$ cat src/rtl/ldpc_sparse_mult_pkg.sv
// ldpc_sparse_mult_pkg
//   Shared constants and types for the sparse multiply-by-B-transpose stage.
//   BLOCK_LENGTH : words per B-structured block
//   ROTATION     : right-rotation applied to the word at NZ_ROT_POS
//   NZ_ROT_POS   : block position carrying the rotated term
//   NZ_ID_POS    : block position carrying the identity term
//   slot_state_e : occupancy of one ping-pong result slot
package ldpc_sparse_mult_pkg;

    localparam int BLOCK_LENGTH = 11;
    localparam int ROTATION     = 7;
    localparam int NZ_ROT_POS   = 0;
    localparam int NZ_ID_POS    = 5;
    localparam int CNT_W        = 4;

    typedef enum logic {
        SLOT_EMPTY = 1'b0,
        SLOT_FULL  = 1'b1
    } slot_state_e;

endpackage

$ cat src/rtl/ldpc_pingpong_result_buffer.sv
// ldpc_pingpong_result_buffer
//   Two-slot result buffer. Writes go to the write slot, reads come from the
//   read slot; both pointers toggle on use, so results leave in write order.
//   clk_i        : clock, rising edge
//   rst_n_i      : asynchronous active-low reset
//   wr_en_i      : write wr_data_i into the write slot (caller guarantees a free slot)
//   wr_data_i    : result word to store
//   rd_data_o    : read slot contents, 0 when not valid
//   rd_valid_o   : read slot is full
//   rd_ready_i   : downstream accepts the read slot
//   both_full_o  : both slots full
module ldpc_pingpong_result_buffer
    import ldpc_sparse_mult_pkg::*;
#(
    parameter int WIDTH = 96
) (
    input  logic             clk_i,
    input  logic             rst_n_i,
    input  logic             wr_en_i,
    input  logic [WIDTH-1:0] wr_data_i,
    output logic [WIDTH-1:0] rd_data_o,
    output logic             rd_valid_o,
    input  logic             rd_ready_i,
    output logic             both_full_o
);

    slot_state_e      slot_q [2];
    logic [WIDTH-1:0] data_q [2];
    logic             wr_ptr_q;
    logic             rd_ptr_q;
    logic             rd_hs;

    assign rd_valid_o  = (slot_q[rd_ptr_q] == SLOT_FULL);
    assign rd_data_o   = rd_valid_o ? data_q[rd_ptr_q] : '0;
    assign both_full_o = (slot_q[0] == SLOT_FULL) && (slot_q[1] == SLOT_FULL);
    assign rd_hs       = rd_valid_o & rd_ready_i;

    // A same-cycle write and drain never hit the same slot: a write needs a
    // free write slot, a drain needs a full read slot, and with one slot full
    // the pointers differ.
    always_ff @(posedge clk_i or negedge rst_n_i) begin
        if (!rst_n_i) begin
            for (int i = 0; i < 2; i++) begin
                slot_q[i] <= SLOT_EMPTY;
                data_q[i] <= '0;
            end
            wr_ptr_q <= 1'b0;
            rd_ptr_q <= 1'b0;
        end else begin
            if (wr_en_i) begin
                data_q[wr_ptr_q] <= wr_data_i;
                slot_q[wr_ptr_q] <= SLOT_FULL;
                wr_ptr_q         <= ~wr_ptr_q;
            end
            if (rd_hs) begin
                slot_q[rd_ptr_q] <= SLOT_EMPTY;
                rd_ptr_q         <= ~rd_ptr_q;
            end
        end
    end

endmodule

$ cat src/rtl/ldpc_sparse_mult_by_bt.sv
// ldpc_sparse_mult_by_bt
//   Multiplies one 11-word B-structured block by B-transpose: the result is
//   (word0 rotated right by 7) XOR word5. Results are queued in a ping-pong
//   buffer so input collection continues while the output stalls.
//   Optional macro LDPC_SPARSE_MULT_BT_ZERO_CHECK_EN: flags (sticky) any
//   nonzero word at a structurally-zero position on o_struct_error.
//   i_clock / i_reset_n            : clock, async active-low reset
//   i_input_data/valid, o_input_ready : block word stream, positions 0..10
//   o_output_data/valid, i_output_ready : result word stream
//   o_struct_error                 : sticky structural-zero violation
module ldpc_sparse_mult_by_bt
    import ldpc_sparse_mult_pkg::*;
#(
    parameter int WIDTH = 96
) (
    input  logic             i_clock,
    input  logic             i_reset_n,
    input  logic [WIDTH-1:0] i_input_data,
    input  logic             i_input_valid,
    output logic             o_input_ready,
    output logic [WIDTH-1:0] o_output_data,
    output logic             o_output_valid,
    input  logic             i_output_ready,
    output logic             o_struct_error
);

    logic [CNT_W-1:0] in_count_q, in_count_d;
    logic [WIDTH-1:0] acc_q, acc_d;
    logic             in_hs;
    logic             last_pos;
    logic             both_full;
    logic             wr_en;

    assign last_pos = (in_count_q == CNT_W'(BLOCK_LENGTH - 1));
    // Ready depends on registered state only; held low while in reset.
    assign o_input_ready = i_reset_n & ~(last_pos & both_full);
    assign in_hs         = i_input_valid & o_input_ready;
    assign wr_en         = in_hs & last_pos;

    always_comb begin
        in_count_d = in_count_q;
        acc_d      = acc_q;
        if (in_hs) begin
            in_count_d = last_pos ? '0 : in_count_q + CNT_W'(1);
            if (in_count_q == CNT_W'(NZ_ROT_POS))
                acc_d = {i_input_data[ROTATION-1:0], i_input_data[WIDTH-1:ROTATION]};
            else if (in_count_q == CNT_W'(NZ_ID_POS))
                acc_d = acc_q ^ i_input_data;
        end
    end

    always_ff @(posedge i_clock or negedge i_reset_n) begin
        if (!i_reset_n) begin
            in_count_q <= '0;
            acc_q      <= '0;
        end else begin
            in_count_q <= in_count_d;
            acc_q      <= acc_d;
        end
    end

`ifdef LDPC_SPARSE_MULT_BT_ZERO_CHECK_EN
    logic struct_err_q;

    always_ff @(posedge i_clock or negedge i_reset_n) begin
        if (!i_reset_n)
            struct_err_q <= 1'b0;
        else if (in_hs && (in_count_q != CNT_W'(NZ_ROT_POS)) &&
                 (in_count_q != CNT_W'(NZ_ID_POS)) && (|i_input_data))
            struct_err_q <= 1'b1;
    end

    assign o_struct_error = struct_err_q;
`else
    assign o_struct_error = 1'b0;
`endif

    // Position 10 carries no term, so acc_q already holds the final result.
    ldpc_pingpong_result_buffer #(.WIDTH(WIDTH)) u_buf (
        .clk_i       (i_clock),
        .rst_n_i     (i_reset_n),
        .wr_en_i     (wr_en),
        .wr_data_i   (acc_q),
        .rd_data_o   (o_output_data),
        .rd_valid_o  (o_output_valid),
        .rd_ready_i  (i_output_ready),
        .both_full_o (both_full)
    );

endmodule

$ cat config.mk
export PLATFORM = sky130hd
export DESIGN_NAME = ldpc_sparse_mult_by_bt
export DESIGN_NICKNAME = d
export VERILOG_FILES = /design/src/rtl/ldpc_sparse_mult_pkg.sv /design/src/rtl/ldpc_pingpong_result_buffer.sv /design/src/rtl/ldpc_sparse_mult_by_bt.sv
export SDC_FILE = /design/constraint.sdc
export NUM_CORES = 1
export LEC_CHECK = 0
export BUFFER_PORTS_ARGS = -buffer_cell sky130_fd_sc_hd__buf_2
export CORE_UTILIZATION = 40
export DETAILED_ROUTE_END_ITERATION = 7
export PLACE_DENSITY = 0.73
export SLEW_MARGIN = 20
export SYNTH_ARGS = -nofsm -noshare
export SYNTH_HDL_FRONTEND = slang
export SYNTH_SLANG_ARGS = --single-unit
$ cat constraint.sdc
create_clock -name i_clock -period 1.8 [get_ports i_clock]
set_clock_uncertainty 0.1 [all_clocks]
set_input_delay 0.09 -clock i_clock [delete_from_list [all_inputs] [get_ports i_clock]]
set_output_delay 0.09 -clock i_clock [all_outputs]
set_load 0.05 [all_outputs]
### Word-level counts from Yosys, hierarchy flattened

Cells that the tools add are included.

* register bits after elaboration: 296
* output and inout bits: 99
* input port bits: 100

* equality and inequality tests: 2
* multiplexer cells: 19
* order comparisons: 4
* bitwise logic cells: 14
* reductions and logical operators: 6
* add/sub/neg operators: 1

Operators by type and width (number)
* $mux W96: 7
* $bwmux W192: 1
* $demux W96 S1: 1
* $xor A96 B96 Y96: 1
* $and A1 B1 Y1: 5
* $mux W1: 5
* $add A4 B1 Y4 const B: 1
* $eq A4 B3 Y1 const B: 1
* $eq A4 B4 Y1 const B: 1
* $ge A2 B2 Y1 const B: 2
* $logic_not A4 Y1: 1
* $lt A2 B1 Y1 const B: 2
* $mux W2: 2
* $mux W4: 1
* $not A1 Y2: 2
* $logic_and A1 B1 Y1: 3
* $not A1 Y1: 3
* $and A2 B2 Y2: 1
* $demux W1 S1: 2
* $not A2 Y2: 1
* $or A2 B2 Y2: 1
* $reduce_and A2 Y1: 1
* $reduce_bool A2 Y1: 1

### Logic depth before layout (Yosys ltp)

Gate-level depths: netlist of run 1.

* depth in word-level cells: 9
* gate-level depth with buffers: 7

### By module

A second synthesis of run 1 with hierarchy kept.

* cells, all modules: 1310
* area, all modules: 15070.7 sq um

By module, submodules not included
* ldpc_pingpong_result_buffer: sequential area each 4904.7 sq um, area an instance 8814.7 sq um, instances 1, cells an instance 646
* ldpc_sparse_mult_by_bt: sequential area each 2502.4 sq um, area an instance 6256.0 sq um, instances 1, cells an instance 664

### Least setup slack after synthesis of run 1

OpenSTA, ideal clock, no wires.

* path type: register to output
* start point: register u_buf.rd_ptr_q
* end point: output o_output_data[63]
* stages on the path, launching flop included: 6
* required time: 1.610 ns
* buffers on the path: 3
* path slack: -0.270 ns
* arrival: 1.880 ns
* path through: dfrtp_1 -> clkbuf_1 -> buf_2 -> buf_2 -> mux2i_1 -> nor2_1

* word-level cells in the longest chain between the ends: 5

RTL lines
* from (decl): line ldpc_pingpong_result_buffer.sv:30 `logic rd_ptr_q;`
* from (signal assigned): line ldpc_pingpong_result_buffer.sv:57 `rd_ptr_q <= ~rd_ptr_q;`
* $not A1 Y2 (not written as such) *: line ldpc_pingpong_result_buffer.sv:33, ldpc_pingpong_result_buffer.sv:34
* $mux W96 (not written as such) or $mux W1 (tied branches) (3 in a row): line ldpc_pingpong_result_buffer.sv:34, ldpc_pingpong_result_buffer.sv:33
* $mux W96 *: line ldpc_pingpong_result_buffer.sv:34 `assign rd_data_o = rd_valid_o ? data_q[rd_ptr_q] : '0;`
* to (decl): line ldpc_sparse_mult_by_bt.sv:21 `output logic [WIDTH-1:0] o_output_data,`

Every way passes the cells marked *; elsewhere a longest branch is shown, timed or not. The select of a mux whose other input is x is not followed.

### Worst setup path in the final report of run 1

* start point: register u_buf.rd_ptr_q
* end point: output o_output_data[68]

The elaborated chain is that of the path after synthesis.

==> results of run 1 <==
==> final timing paths <==
check / slack, ps / to / depth (start not counted)
min in group asynchronous: 430 / u_buf.data_q[142] / 4
max reg2reg: -280 / acc_q[64] / 8
min: 60 / u_buf.wr_ptr_q / 4
min reg2reg: 390 / u_buf.data_q[56] / 1
max in group asynchronous: 290 / acc_q[56] / 4
max: -430 / o_output_data[68] / 5
==> worst register-to-register path, cell delays in order (launching register included) <==
cell and delay [ps]:
sky130_fd_sc_hd__dfrtp_1 400, sky130_fd_sc_hd__buf_6 130, sky130_fd_sc_hd__buf_6 110, sky130_fd_sc_hd__nor4bb_4 400
sky130_fd_sc_hd__buf_12 190, sky130_fd_sc_hd__buf_12 160, sky130_fd_sc_hd__buf_8 130, sky130_fd_sc_hd__o211ai_1 100
sky130_fd_sc_hd__a22oi_2 260
==> power by group through the flow <==
stage                     Combinational, W  Clock [W]  Sequential (W)
final                               0.0158    0.00687          0.0117
after global routing                0.0166    0.00721          0.0120
after CTS                           0.0139    0.00692          0.0114
after detailed placement            0.0112          0          0.0114
after global placement              0.0108          0          0.0113
after floorplan                    0.00793          0          0.0108
==> metal layers <==
metal	track usage, %	part of all wire [%]	vias to the layer above
met5	0	0	-
met4	7.58	3.7	0
met3	3.27	6.2	149
met2	43.5	50	642
met1	33.5	40	6515
li1	-	-	5464
==> sequential cells by signal, indices dropped and copies added, names as in the netlist <==
signal and count:
u_buf.data_q 192, in_count_q 4, u_buf.rd_ptr_q 1, u_buf.slot_q 2, acc_q 96, u_buf.wr_ptr_q 1
==> kinds of logic after synthesis <==
logic type	synth area share [%]
flip-flops	49.4
AO/OA/AOI/OAI	10.2
AND/OR/NAND/NOR	5.76
other	0.0250
multiplexers	28.3
buffers and inverters	6.19
XOR/XNOR	0.225
==> metrics by stage <==
step           TNS [ps]  total power, W  hold slack [ps]  util [%]  worst slack (ps)
2_1_floorplan    -10380          0.0187             -306         -              -170
3_3_place_gp      -8300          0.0220             -210      47.6             -89.0
3_5_place_dp     -13920          0.0226             -208      47.6              -110
4_1_cts          -55630          0.0322             19.2      60.0              -415
5_1_grt          -81090          0.0357             65.4      63.2              -459
6_report         -63080          0.0344             55.6      63.2              -432
==> cell usage in the layout (no fill, tap or decap), drive strengths merged <==
| cell type | synthesis | layout |
|---|---|---|
| a211oi | 1 | 1 |
| a21boi | 1 | 1 |
| a21o | 2 | 2 |
| a21oi | 4 | 4 |
| a22oi | 96 | 96 |
| a31oi | 4 | 4 |
| and2 | 3 | 3 |
| and3 | 2 | 2 |
| and4 | 1 | 1 |
| and4bb | 1 | 1 |
| buf | 53 | 367 |
| bufbuf | 0 | 1 |
| clkbuf | 46 | 70 |
| clkinv | 0 | 5 |
| clkinvlp | 0 | 2 |
| conb | 1 | 1 |
| dfrtp | 296 | 296 |
| diode | 0 | 2 |
| dlygate4sd3 | 0 | 100 |
| inv | 99 | 98 |
| mux2 | 192 | 192 |
| mux2i | 193 | 193 |
| nand2 | 99 | 99 |
| nand3 | 2 | 2 |
| nand4 | 1 | 1 |
| nor2 | 98 | 98 |
| nor2b | 1 | 1 |
| nor4 | 1 | 1 |
| nor4bb | 1 | 1 |
| o211ai | 96 | 96 |
| o31ai | 1 | 1 |
| xnor2 | 3 | 3 |
==> area by class of cell <==
type / count / area (µm²)
Clock inverter: 6 / 32.5
Fill cell: 2542 / 13500
Antenna cell: 2 / 5.00
Timing Repair Buffer: 484 / 5930
Tap cell: 468 / 586
Sequential cell: 296 / 7410
Clock buffer: 54 / 1070
Inverter: 99 / 375
Multi-Input combinational cell: 804 / 7850
==> repair_timing <==
item	CTS	global route
hold endpoints to repair	350	0
gates resized for setup	249	337
hold buffers	100	0
pin swaps	31	81
setup endpoints to repair	383	385
buffers inserted	55	26
gates cloned	42	21
==> impl_results.md, run 1 <==
- Outcome: finished with violations
- Failing checks: setup timing
- Normalized max-slew margin: 35.7%
- DRC errors left: 0
- RSZ-0062 raised after global routing: true
- Area post-placement: 0.0175 mm²
- # setup viols final: 385
- Max-slew violations: 0
- Worst hold path startpoint: i_reset_n
- Power share of the clock group: 20.0%
- Internal power: 0.0216 W
- Via count of the first global-routing pass: 12.7k
- Final weighted congestion in routability-driven placement: 0.795
- Distinct cell type count after synthesis: 34
- Switching power total: 0.0128 W
- Sw frac: 37.3%
- Total length of routed wires: 54200 µm
- Finished layout cell area: 0.0233 mm²
- Nets: 1819
- Power share of the combinational group: 46.0%
- Synth-to-Final Area Change: 55.0%
- Die height: 196 µm
- Share of synthesized registers carrying an async set or reset: 100%
- Critical Path Sink Type: output pin
- Clock period minus worst slack: 2230 ps
- Power Density: 1480 mW/mm²
- Share of total power in sequential cells: 34.0%
- Grt total ovfl: 0
- Worst-case setup margin in the final layout: -432 ps
- Detailed-placement wirelength estimate: 27700 µm
- Number of flops mapped to enable cells by yosys: 0
- Yosys synthesis warning count: 0
- CTS tree: built
- IO Count: 199
- Via Count: 12.8k
- Fraction of layout instances using a drive strength above 1: 44.5%
- Area enclosed by the die boundary: 0.0383 mm²
- Post-Synthesis Net Count: 1398
- Mean instance size in the synthesized netlist: 11.6 µm²
- Gate count after technology mapping: 1298
- Required time reported for the critical path endpoint: 1610 ps
- Maximum vdd ir drop: 0.000884 V
- Width of the die: 196 µm
- Transition time of the tightest slew-check pin: 964 ps
- Maximum number of pins on one net before global-route repair: 117
- Sequential fraction of the synthesis area: 49.4%
- Via count normalized by instance count: 5.77
- Most common flop cell mapped by yosys: sky130_fd_sc_hd__dfrtp_1
- Number of antenna violations at the first check in global routing: 1
- H-tree lvl count: 2
- # Max-Cap Violations: 0
- Highest-delay cell along the critical path: sky130_fd_sc_hd__dfrtp_4
- Initial core utilization: 40.8%
- CTS Buf Count: 34
- Post-synth top area share: 49.4%
- Most used standard cell by instance count after synthesis: sky130_fd_sc_hd__dfrtp_1
- Synth area leaders: sky130_fd_sc_hd__dfrtp_1, sky130_fd_sc_hd__mux2i_1, sky130_fd_sc_hd__mux2_2
- Leakage power figure: 10.9 nW
- Wire length of the first global-routing pass: 75200 µm
- Iteration-0 DRC count of the detailed router: 1083
- Cell class contributing the biggest share of worst-path delay: buffers and inverters
- Most instantiated cells after synthesis: sky130_fd_sc_hd__dfrtp_1, sky130_fd_sc_hd__mux2i_1, sky130_fd_sc_hd__mux2_2
- Std cell rows: 70
- Crit path largest cell delay: 480 ps
- Max Buffers Root-to-Sink: 3
- Post-route ant nets: 0
- Reg2reg start: in_count_q[3]
- Arrival time of the worst setup path: 2040 ps
- DR WL/cell: 24.5 µm
- Max Clk Rate: 0.448 GHz
- Aggregate global-route resource usage: 25.4%
- Worst hold path type: input pin to register
- Post-synthesis instance area: 0.0150 mm²
- #FFs+latches synth: 296
- Final non-filler cell total: 2213
- Endpoints failing hold: 0
- Worst skew pair latency: 510 ps
- Final Cycle Share: 124%
- Worst path cell trace: buf_6 > buf_12 > mux2i_1 > nor2_4 > buf_8
- Drt first pass iters: 5
- Crit start category: register
- Worst Path Max Fanout: 12
- Num Clock Sinks: 296
- Category of the critical setup timing path: register to output pin
- Cell taking the most area after synthesis: sky130_fd_sc_hd__dfrtp_1
- Start point of the critical path: u_buf.rd_ptr_q
- Clock transition at path regs: 60 ps
- Area of the core: 0.0368 mm²
- Crit path buffers/inverters: 3
- Cell chosen for the clock root: sky130_fd_sc_hd__clkbuf_16
- Number of port buffers: 197
- Number of placed instances, taps included: 1946
Power figures use the tool's default switching activity.
==> run 2, diff against run 1 <==
==> constraint.sdc (replaced) <==
create_clock -name i_clock -period 1.8 [get_ports i_clock]
set_clock_uncertainty 0.1 [all_clocks]
set_input_delay 0.18 -clock i_clock [delete_from_list [all_inputs] [get_ports i_clock]]
set_output_delay 0.18 -clock i_clock [all_outputs]
set_load 0.05 [all_outputs]
==> run 2 against run 1 <==
Non-clock buffer count decreased by 29. Via count shrank 2.2%. The run still ends with setup timing left. Count of clock-buffer cells in the layout is 4 lower. Cell count fell by 1.2%. Global-route usage is 2.0 points lower. Utilization is 1.6 points lower. Die area did not move.
==> impl_results.md, run 2 (synthesis gave the netlist of run 1 again) <==
- Outcome: finished with violations (unchanged)
- Failing checks: setup timing (unchanged)
- Worst-case setup margin in the final layout: -479 ps (was -432 ps)
- Tot Pwr: 0.0339 W (was 0.0344 W)
- Top register by number of flip-flops: u_buf.data_q (unchanged)
- Drt first pass iters: 5 (unchanged)
- Width of the die: 196 µm (unchanged)
- Leakage power figure: 10.7 nW (was 10.9 nW)
- H-tree lvl count: 2 (unchanged)
- Transition time of the tightest slew-check pin: 938 ps (was 964 ps)
- Arrival time of the worst setup path: 2000 ps (was 2040 ps)
- Max Clk Rate: 0.439 GHz (was 0.448 GHz)
- # Max-Cap Violations: 0 (unchanged)
- Iteration-0 DRC count of the detailed router: 966 (was 1083)
- RSZ-0062 raised after global routing: true (unchanged)
- Via count of the first global-routing pass: 12.3k (was 12.7k)
- Hold Worst Slack: 4.11 ps (was 55.6 ps)
- Max Buffers Root-to-Sink: 3 (unchanged)
- # setup viols final: 359 (was 385)
- Max-slew violations: 0 (unchanged)
- Antenna diodes: 0 (was 2)
- Area enclosed by the die boundary: 0.0383 mm² (unchanged)
- Critical Path Sink Type: output pin (unchanged)
- Post-route ant nets: 0 (unchanged)
- Area of the core: 0.0368 mm² (unchanged)
- Nets: 1794 (was 1819)
- Flip-flop count of the largest register after layout: 192 (unchanged)
- Register-to-register path setup slack: -250 ps (was -280 ps)
- IO Count: 199 (unchanged)
- Final Cycle Share: 127% (was 124%)
- Detailed-placement wirelength estimate: 27400 µm (was 27700 µm)
- Fraction of layout instances using a drive strength above 1: 43.8% (was 44.5%)
- Worst skew pair latency: 520 ps (was 510 ps)
- Die height: 196 µm (unchanged)
- Power Density: 1500 mW/mm² (was 1480 mW/mm²)
- Maximum number of pins on one net before global-route repair: 142 (was 117)
- DR WL/cell: 23.6 µm (was 24.5 µm)
- Clock period minus worst slack: 2280 ps (was 2230 ps)
- Reg2reg start: in_count_q[1] (was in_count_q[3])
- Required time reported for the critical path endpoint: 1520 ps (was 1610 ps)
- Number of port buffers: 197 (unchanged)
- Start point of the critical path: u_buf.rd_ptr_q (unchanged)
- Synth-to-Final Area Change: 51.1% (was 55.0%)
- Endpoints failing hold: 0 (unchanged)
- DRC errors left: 0 (unchanged)
- CTS Buf Count: 36 (was 34)
- Category of the critical setup timing path: register to output pin (unchanged)
- Most common library cell in the layout ignoring fill and taps: sky130_fd_sc_hd__dfrtp_1 (unchanged)
- Num Clock Sinks: 296 (unchanged)
- Number of antenna violations at the first check in global routing: 2 (was 1)
- Grt total ovfl: 0 (unchanged)
- Sequential standard cell area: 0.00741 mm² (about the same)
- Worst hold path type: input pin to asynchronous set/reset pin (was input pin to register)
- Most frequent cells in the layout: sky130_fd_sc_hd__dfrtp_1, sky130_fd_sc_hd__mux2i_1, sky130_fd_sc_hd__buf_2 (was sky130_fd_sc_hd__dfrtp_1, sky130_fd_sc_hd__mux2i_1, sky130_fd_sc_hd__mux2_4)
- Final non-filler cell total: 2186 (was 2213)
- Pre-CTS setup slack: -80.8 ps (was -110 ps)
- Clock transition at path regs: 60 ps (about the same)
- Wire length of the first global-routing pass: 70200 µm (was 75200 µm)
- Aggregate global-route resource usage: 23.4% (was 25.4%)
- Combined area of the multi-input logic cells: 0.00780 mm² (was 0.00785 mm²)
- Count of fill cells added during filler insertion: 2653 (was 2542)
- Endpoint of the most critical register-to-register path: acc_q[63] (was acc_q[64])
- Std cell rows: 70 (unchanged)
- Via Count: 12.5k (was 12.8k)
- Cell depth of the worst flop-to-flop path: 7 (was 8)
- Total length of routed wires: 51600 µm (was 54200 µm)
- Initial core utilization: 40.8% (unchanged)
- Final weighted congestion in routability-driven placement: 0.788 (was 0.795)
- Final core area utilization: 61.7% (was 63.2%)
- Crit start category: register (unchanged)
- Normalized max-slew margin: 37.5% (was 35.7%)
- Biggest registers after layout: u_buf.data_q: 192 flops, acc_q: 96 flops, in_count_q: 4 flops (unchanged)
- CTS tree: built (unchanged)
- Maximum vdd ir drop: 0.000850 V (was 0.000884 V)
- Number of placed instances, taps included: 1934 (was 1946)
- Via count normalized by instance count: 5.72 (was 5.77)
- Worst Path Max Fanout: 18 (was 12)
- Cell chosen for the clock root: sky130_fd_sc_hd__clkbuf_16 (unchanged)
==> run 2: changes by cell type in the layout (fill, tap and decap cells not counted), sizes merged <==
cell | previous run | this run
dlymetal6s4s | 0 | 1
bufinv | 0 | 2
bufbuf | 1 | 0
clkbuf | 70 | 83
clkinvlp | 2 | 1
buf | 367 | 323
dlygate4sd3 | 100 | 98
clkinv | 5 | 8
diode | 2 | 0
inv | 98 | 100
and2 | 3 | 5
==> run 2: worst max path at each step <==
stage                             end  slack (ps)  cells after the start
finish              o_output_data[95]        -480                      5
global route        o_output_data[95]        -510                      5
CTS                 o_output_data[46]        -470                      4
detailed placement          acc_q[44]         -80                      6
global placement            acc_q[32]         -40                      5
floorplan           o_output_data[55]        -210                      5
==> run 2: worst max-delay path: stages (launching register included) <==
cell and delay (ps):
sky130_fd_sc_hd__dfrtp_4 530, sky130_fd_sc_hd__mux2i_4 220, sky130_fd_sc_hd__buf_12 190, sky130_fd_sc_hd__buf_16 180, sky130_fd_sc_hd__nor2_1 170, sky130_fd_sc_hd__buf_6 180
==> run 2: area by class of cell <==
type,count,share of cell area (%)
clock buffers,50,4.65
repair buffers,455,23.5
multi-input cells,806,34.4
flip-flops and latches,296,32.7
clock inverters,12,0.524
well taps,468,2.58
inverters,99,1.64
==> run 2: timing repair <==
action	4_1_cts	5_1_grt
hold buffers	98	1
endpoints found under the hold margin	394	1
cloned	17	41
gates resized for setup	193	190
pin swaps	11	41
setup endpoints to repair	308	377
buffers inserted	16	28
==> run 2: routing by layer <==
metal  wire length (µm)  vias to the layer above  GRT usage (%)
met1              20900                     6380           31.4
met3               3350                      149           3.52
met5                 14                        -              0
li1                   -                     5396              -
met4               2100                        2           8.36
met2              25200                      567           38.5
==> run 2: per-stage QoR <==
stage	instance area [µm²]	setup TNS, ps
floorplan	15500	-12920
global placement	17500	-1680
detailed placement	17500	-5920
CTS	21000	-58120
global route	22700	-82230
finish	22700	-63230
==> run 2: report_power, final <==
group | switching [W] | total [W] | internal [W]
combinational | 0.00732 | 0.0149 | 0.00759
sequential | 0.00232 | 0.0117 | 0.00937
clock | 0.00294 | 0.00732 | 0.00438
